## config.mk

```make
export PLATFORM = sky130hd
export DESIGN_NAME = fetch_stage
export DESIGN_NICKNAME = d
export VERILOG_FILES = /design/src/rtl/fetch_pkg.sv /design/src/rtl/fetch_skid.sv /design/src/rtl/fetch_stage.sv
export SDC_FILE = /design/constraint.sdc
export NUM_CORES = 1
export LEC_CHECK = 0
export BUFFER_PORTS_ARGS = -buffer_cell sky130_fd_sc_hd__buf_2
export CAP_MARGIN = 20
export CORE_MARGIN = 1
export CORE_UTILIZATION = 25
export CTS_CLUSTER_DIAMETER = 60
export DETAILED_ROUTE_END_ITERATION = 12
export PLACE_DENSITY = 0.48
export SLEW_MARGIN = 25
export SYNTH_ARGS = -nofsm -noshare
export SYNTH_HDL_FRONTEND = slang
export SYNTH_SLANG_ARGS = --single-unit
```

## constraint.sdc

```tcl
create_clock -name clk -period 3.1 [get_ports clk]
set_clock_uncertainty 0.15 [all_clocks]
set_input_delay 0.465 -clock clk [delete_from_list [all_inputs] [get_ports clk]]
set_output_delay 0.465 -clock clk [all_outputs]
set_load 0.005 [all_outputs]
```

## src/rtl/fetch_pkg.sv

```systemverilog
// Shared definitions for the instruction-fetch stage: FSM state codes,
// default PC parameters, the alignment mask and small PC helpers.
package fetch_pkg;

  localparam logic [31:0] FETCH_RESET_PC = 32'h0000_0000;
  localparam int unsigned FETCH_PC_STEP  = 4;
  localparam logic [1:0]  MISALIGN_MASK  = 2'b11;

  // FETCH: request in flight at pc. HOLD: response parked in skid, no request.
  // DRAIN: finishing an abandoned-address request, data thrown away.
  // HALT: misaligned redirect seen, only reset leaves.
  localparam logic [1:0] ST_FETCH = 2'd0;
  localparam logic [1:0] ST_HOLD  = 2'd1;
  localparam logic [1:0] ST_DRAIN = 2'd2;
  localparam logic [1:0] ST_HALT  = 2'd3;

  typedef struct packed {
    logic [31:0] ir;
    logic [31:0] pc;
  } fetch_entry_t;

  function automatic logic is_misaligned(input logic [31:0] addr);
    return (addr[1:0] & MISALIGN_MASK) != 2'b00;
  endfunction

  // 32-bit unsigned add; wraps past 32'hFFFF_FFFF.
  function automatic logic [31:0] pc_add(input logic [31:0] pc, input int unsigned step);
    return pc + step;
  endfunction

endpackage

```

## src/rtl/fetch_skid.sv

```systemverilog
// Single-entry {ir, pc} skid buffer. Catches a memory response that lands
// while the downstream register is stalled. flush wins over load, load over unload.
module fetch_skid
  import fetch_pkg::*;
(
  input  logic        clk,
  input  logic        reset,
  input  logic        load,
  input  logic        unload,
  input  logic        flush,
  input  logic [31:0] ld_ir,
  input  logic [31:0] ld_pc,
  output logic [31:0] ir,
  output logic [31:0] pc,
  output logic        full
);

  fetch_entry_t entry_q;

  // Entry storage and occupancy flag
  always_ff @(posedge clk) begin
    if (!reset) begin
      entry_q <= '0;
      full    <= 1'b0;
    end else if (flush) begin
      full    <= 1'b0;
    end else if (load) begin
      entry_q <= '{ir: ld_ir, pc: ld_pc};
      full    <= 1'b1;
    end else if (unload) begin
      full    <= 1'b0;
    end
  end

  assign ir = entry_q.ir;
  assign pc = entry_q.pc;

endmodule

```

## src/rtl/fetch_stage.sv

```systemverilog
// Instruction-fetch stage feeding the IF/ID register. Owns the PC, runs the
// req/ready handshake to instruction memory, honours stall and EX/M redirects.
// Optional FETCH_STATS_EN adds fetch_count / imem_wait_cycles counters.
module fetch_stage
  import fetch_pkg::*;
#(
  parameter logic [31:0] RESET_PC = FETCH_RESET_PC,
  parameter int unsigned PC_STEP  = FETCH_PC_STEP
) (
  input  logic        clk,
  input  logic        reset,
  input  logic        stall_in,
  input  logic        take_branch,
  input  logic [31:0] branch_target,
  output logic        imem_req,
  output logic [31:0] imem_addr,
  input  logic        imem_ready,
  input  logic [31:0] imem_data,
  output logic [31:0] ir_out,
  output logic [31:0] pc_out,
  output logic [31:0] next_pc_out,
  output logic        valid_out,
  output logic        fetch_misalign
`ifdef FETCH_STATS_EN
  ,
  output logic [31:0] fetch_count,
  output logic [31:0] imem_wait_cycles
`endif
);

  logic [1:0]  state, state_d;
  logic [31:0] pc_q, pc_d, pc_inc;
  logic [31:0] tgt_q, tgt_d;
  logic        drain_halt_q, drain_halt_d;   // DRAIN ends in HALT, not FETCH
  logic        br_bad, mis_set;
  logic        ld_mem, ld_skid, clr_valid;
  logic        skid_load, skid_unload, skid_flush, skid_full;
  logic [31:0] skid_ir, skid_pc;

  assign br_bad      = is_misaligned(branch_target);
  assign pc_inc      = pc_add(pc_q, PC_STEP);
  // Request drops the moment reset is asserted; address always tracks pc,
  // which is frozen while a request is outstanding.
  assign imem_req    = reset && ((state == ST_FETCH) || (state == ST_DRAIN));
  assign imem_addr   = pc_q;
  assign next_pc_out = pc_add(pc_out, PC_STEP);
  assign skid_flush  = take_branch;

  fetch_skid u_skid (
    .clk    (clk),
    .reset  (reset),
    .load   (skid_load),
    .unload (skid_unload),
    .flush  (skid_flush),
    .ld_ir  (imem_data),
    .ld_pc  (pc_q),
    .ir     (skid_ir),
    .pc     (skid_pc),
    .full   (skid_full)
  );

  // Next-state / control decode; redirect outranks everything in every state
  always_comb begin
    state_d      = state;
    pc_d         = pc_q;
    tgt_d        = tgt_q;
    drain_halt_d = drain_halt_q;
    mis_set      = 1'b0;
    ld_mem       = 1'b0;
    ld_skid      = 1'b0;
    clr_valid    = 1'b0;
    skid_load    = 1'b0;
    skid_unload  = 1'b0;
    case (state)
      ST_FETCH: begin
        if (take_branch) begin
          clr_valid = 1'b1;
          if (br_bad) begin
            mis_set = 1'b1;
            if (imem_ready) begin
              state_d = ST_HALT;
            end else begin
              state_d      = ST_DRAIN;
              drain_halt_d = 1'b1;
            end
          end else if (imem_ready) begin
            pc_d = branch_target;
          end else begin
            tgt_d        = branch_target;
            drain_halt_d = 1'b0;
            state_d      = ST_DRAIN;
          end
        end else if (imem_ready) begin
          pc_d = pc_inc;
          if (stall_in) begin
            skid_load = 1'b1;
            state_d   = ST_HOLD;
          end else begin
            ld_mem = 1'b1;
          end
        end else if (!stall_in) begin
          clr_valid = 1'b1;
        end
      end
      ST_HOLD: begin
        if (take_branch) begin
          clr_valid = 1'b1;
          if (br_bad) begin
            mis_set = 1'b1;
            state_d = ST_HALT;
          end else begin
            pc_d    = branch_target;
            state_d = ST_FETCH;
          end
        end else if (!stall_in && skid_full) begin
          ld_skid     = 1'b1;
          skid_unload = 1'b1;
          state_d     = ST_FETCH;
        end
      end
      ST_DRAIN: begin
        if (take_branch) begin
          clr_valid = 1'b1;
          if (br_bad) begin
            mis_set      = 1'b1;
            drain_halt_d = 1'b1;
          end else begin
            tgt_d = branch_target;
          end
        end
        if (imem_ready) begin
          if (drain_halt_d) begin
            state_d = ST_HALT;
          end else begin
            pc_d    = tgt_d;
            state_d = ST_FETCH;
          end
          drain_halt_d = 1'b0;
        end
      end
      ST_HALT: begin
        clr_valid = take_branch;
      end
      default: begin
        state_d = ST_FETCH;
      end
    endcase
  end

  // FSM state, PC, pending redirect target and sticky misalign flag
  always_ff @(posedge clk) begin
    if (!reset) begin
      state          <= ST_FETCH;
      pc_q           <= RESET_PC;
      tgt_q          <= '0;
      drain_halt_q   <= 1'b0;
      fetch_misalign <= 1'b0;
    end else begin
      state        <= state_d;
      pc_q         <= pc_d;
      tgt_q        <= tgt_d;
      drain_halt_q <= drain_halt_d;
      if (mis_set) fetch_misalign <= 1'b1;
    end
  end

  // IF/ID-facing output registers; a flush clears valid even under stall
  always_ff @(posedge clk) begin
    if (!reset) begin
      ir_out    <= '0;
      pc_out    <= '0;
      valid_out <= 1'b0;
    end else if (clr_valid) begin
      valid_out <= 1'b0;
    end else if (ld_mem) begin
      ir_out    <= imem_data;
      pc_out    <= pc_q;
      valid_out <= 1'b1;
    end else if (ld_skid) begin
      ir_out    <= skid_ir;
      pc_out    <= skid_pc;
      valid_out <= 1'b1;
    end
  end

`ifdef FETCH_STATS_EN
  logic delivered, waiting;
  assign delivered = ld_mem | ld_skid;
  assign waiting   = imem_req & ~imem_ready;

  // Saturating delivery and memory-wait counters
  always_ff @(posedge clk) begin
    if (!reset) begin
      fetch_count      <= '0;
      imem_wait_cycles <= '0;
    end else begin
      if (delivered && (fetch_count != 32'hFFFF_FFFF))
        fetch_count <= fetch_count + 32'd1;
      if (waiting && (imem_wait_cycles != 32'hFFFF_FFFF))
        imem_wait_cycles <= imem_wait_cycles + 32'd1;
    end
  end
`endif

endmodule

```

==> flow_summary_export.csv <==
group,metric,value,unit
clock_tree,cts-root-buf,"clkbuf_16",
floorplanning,die_w,201.8,um
sta,drv_slew,0,
layout,finish.utilization,31.49,%
grt,grtUsageTotal,16.39,%
worst_setup_path,critPathMaxFanout,7,
synth,postSynthCellCount,1240,
layout,ff_latch_area,3966,um^2
clock_tree,clkLatencyLatePin,460,ps
worst_setup_path,critPathKind,"flop to output port",
synth,synth.distinct_cells,72,
floorplanning,dieArea,40710,um^2
synth,synth-edff-count,0,
sta,worst_pin_slew,798.1,ps
routing,via_per_inst,4.860,
sta,final-setup-viol-count,0,
floorplanning,core_area,39010,um^2
outcome,outcome,"finished clean",
grt,overflow,0,
grt,first_global_vias,8666,
synth,yosys.area.top_type,"dfxtp_1",
pwr,power.total,9.035,mW
worst_setup_path,cp_data_arrival_time,2270,ps
pwr,leakagePower,4.508,nW
clock_tree,cts_made_buffers,17,
routing,drt_first_iter_violations,738,
routing,via_count,9379,
sta,hold_viol,0,
synth,synth.cell_area,9976,um^2
clock_tree,cts_max_level,4,
worst_setup_path,cp-start-kind,"flop",
synth,synth_commonest_cells,"nand2_1, dfxtp_1, a21oi_1, nor2_1",
worst_hold_path,worstHoldPathType,"input pin to flop",
placed_design,dp.cells,1898,
synth,synth-seq-cells,198,
layout,final_nets,1475,
floorplanning,pin_count,200,
clock_tree,clock_sinks,198,
pwr,ir_drop,0.2872,mV
floorplanning,dieHeight,201.8,um
clock_tree,path_clk_slew,80,ps
routing,wire_per_inst,17.30,um
synth,ys_seq_area_share,39.73,%
synth,synth.most_common_cell,"nand2_1",
floorplanning,row_count,72,
synth,synth_fp_nets,1316,
layout,drive_above_1_share,22.31,%
sta,tns,0,ps
sta,slew_headroom,46.63,%
placed_design,place_congestion,0.8073,
placed_design,pre_cts_ws,439.5,ps
layout,final_cells,1930,
worst_setup_path,cp-end-kind,"output port",
sta,post-route-period-util,93.20,%
layout,multi_input_area,5495,um^2
clock_tree,clockBufferDepth,2,
layout,fill_cells,4150,
sta,rsz0062_at_grt,"false",
synth,ys_dominant_reg_cell,"dfxtp_1",
synth,ys_warn_count,0,
layout,syn2layout_area_growth,23.12,%
sta,layout_setup_ws,210.7,ps
placed_design,portBuffers,199,
worst_setup_path,cp_data_required_time,2480,ps
pwr,power_density,735.7,nW/um^2
routing,firstDrtPassIters,5,
synth,postSynthAreaPerCell,8.045,um^2
routing,ant_nets,0,
synth,synthArstFlopShare,0,%
synth,synth_top_cells_by_area,"dfxtp_1, nand2_1, mux2i_1",
sta,period_minus_slack,2889,ps
grt,grt_max_degree,95,
layout,n_antenna_cell,0,
synth,synth_top_area_share,39.73,%
clock_tree,cts_tree,"yes",
grt,antenna_found_initial,0,
floorplanning,start_util,25.57,%
routing,wl,33390,um
sta,timing.fmax,0.3461,GHz
flow_run,drv_cap,0,
grt,grt_first_pass_wirelength,52230,um
routing,drc,0,
placed_design,dp_hpwl,23850,um
[per-stage QoR]
step                hold WS, ps  area, um^2
floorplan                 283.2        9976
detailed placement        295.9       11670
finish                    102.1       12280
global placement          289.8       11670
global route              80.82       12280
CTS                       64.48       12280
[sequential cells by signal, indices dropped and copies added, names as in the netlist, 2 cells and up]
register	flops
u_skid.pc	32
u_skid.ir	32
ir_out	32
pc_out	32
tgt_q	32
imem_addr	32
state	2
[cell usage in the layout (no fill, tap or decap), drive strengths merged, types with 6 or more instances in the layout]
master  netlist  routed
a211oi       68      68
nor2         97      97
nor3         16      16
and3         10      10
a31oi        12      12
mux2         12      12
and4          7       7
a21oi       131     131
nand4        24      24
mux2i        68      68
and2          7       7
ha            7       7
dfxtp       198     198
clkbuf       62      17
nand3        35      35
o21ai        27      27
buf          45     247
xnor2        23      23
a22o         10      10
o221ai        7       7
nor4          6       6
xor2          7       7
nand2       246     246
o211ai       10      10
inv          18      27
[critical path: stages, from the launching register on]
cell and delay, ps:
dfxtp_2 410, ha_2 260, inv_1 50, nor3_1 270
buf_4 200, nand3_1 160, nor2_1 180, xor2_1 170
buf_2 130
[per-layer routing]
| metal | GRT usage (%) | vias to the layer above | routed length [um] |
|---|---|---|---|
| met5 | 0 | - | 0 |
| met2 | 24.83 | 244 | 14610 |
| li1 | - | 4755 | - |
| met4 | 5.168 | 0 | 577 |
| met1 | 23.69 | 4349 | 16840 |
| met3 | 2.413 | 31 | 1360 |
[power breakdown]
part           switching (mW)  internal, mW  total, mW  leakage (nW)
logic                    2.03          1.34       3.37          2.60
clock network            1.16          1.16       2.32         0.296
registers               0.489          2.85       3.34          1.61
[cell type report]
type | instances | area share, %
Clock buffer | 17 | 3.464
Inverter | 18 | 0.5909
Clock inverter | 15 | 1.467
Tap cell | 518 | 5.277
Multi-Input combinational cell | 917 | 44.74
Sequential cell | 198 | 32.29
Timing Repair Buffer | 247 | 12.16
[final timing paths]
check	from	slack (ps)	cells after the start	endpoint
max	pc_out[2]	210	8	next_pc_out[28]
min reg2reg	u_skid.pc[19]	300	2	u_skid.pc[19]
max reg2reg	state[1]	580	8	ir_out[3]
min	imem_data[10]	100	3	u_skid.ir[10]
[logic make-up after synthesis]
| kind of cell | Yosys count | synth area share [%] |
|---|---|---|
| simple gates | 469 | 21.38 |
| compound gates | 331 | 21.75 |
| flops | 198 | 39.73 |
| buf+inv | 125 | 5.443 |
| mux | 80 | 8.178 |
| xor+xnor | 30 | 2.634 |
| fa+ha+maj | 7 | 0.8779 |
[timing repair]
action,CTS,global route
hold buffers,0,0
cloned,0,0
endpoints found under the setup margin,4,4
buffers inserted,0,0
gates resized for setup,2,1
Note: power is estimated with default switching activity, not from simulation.
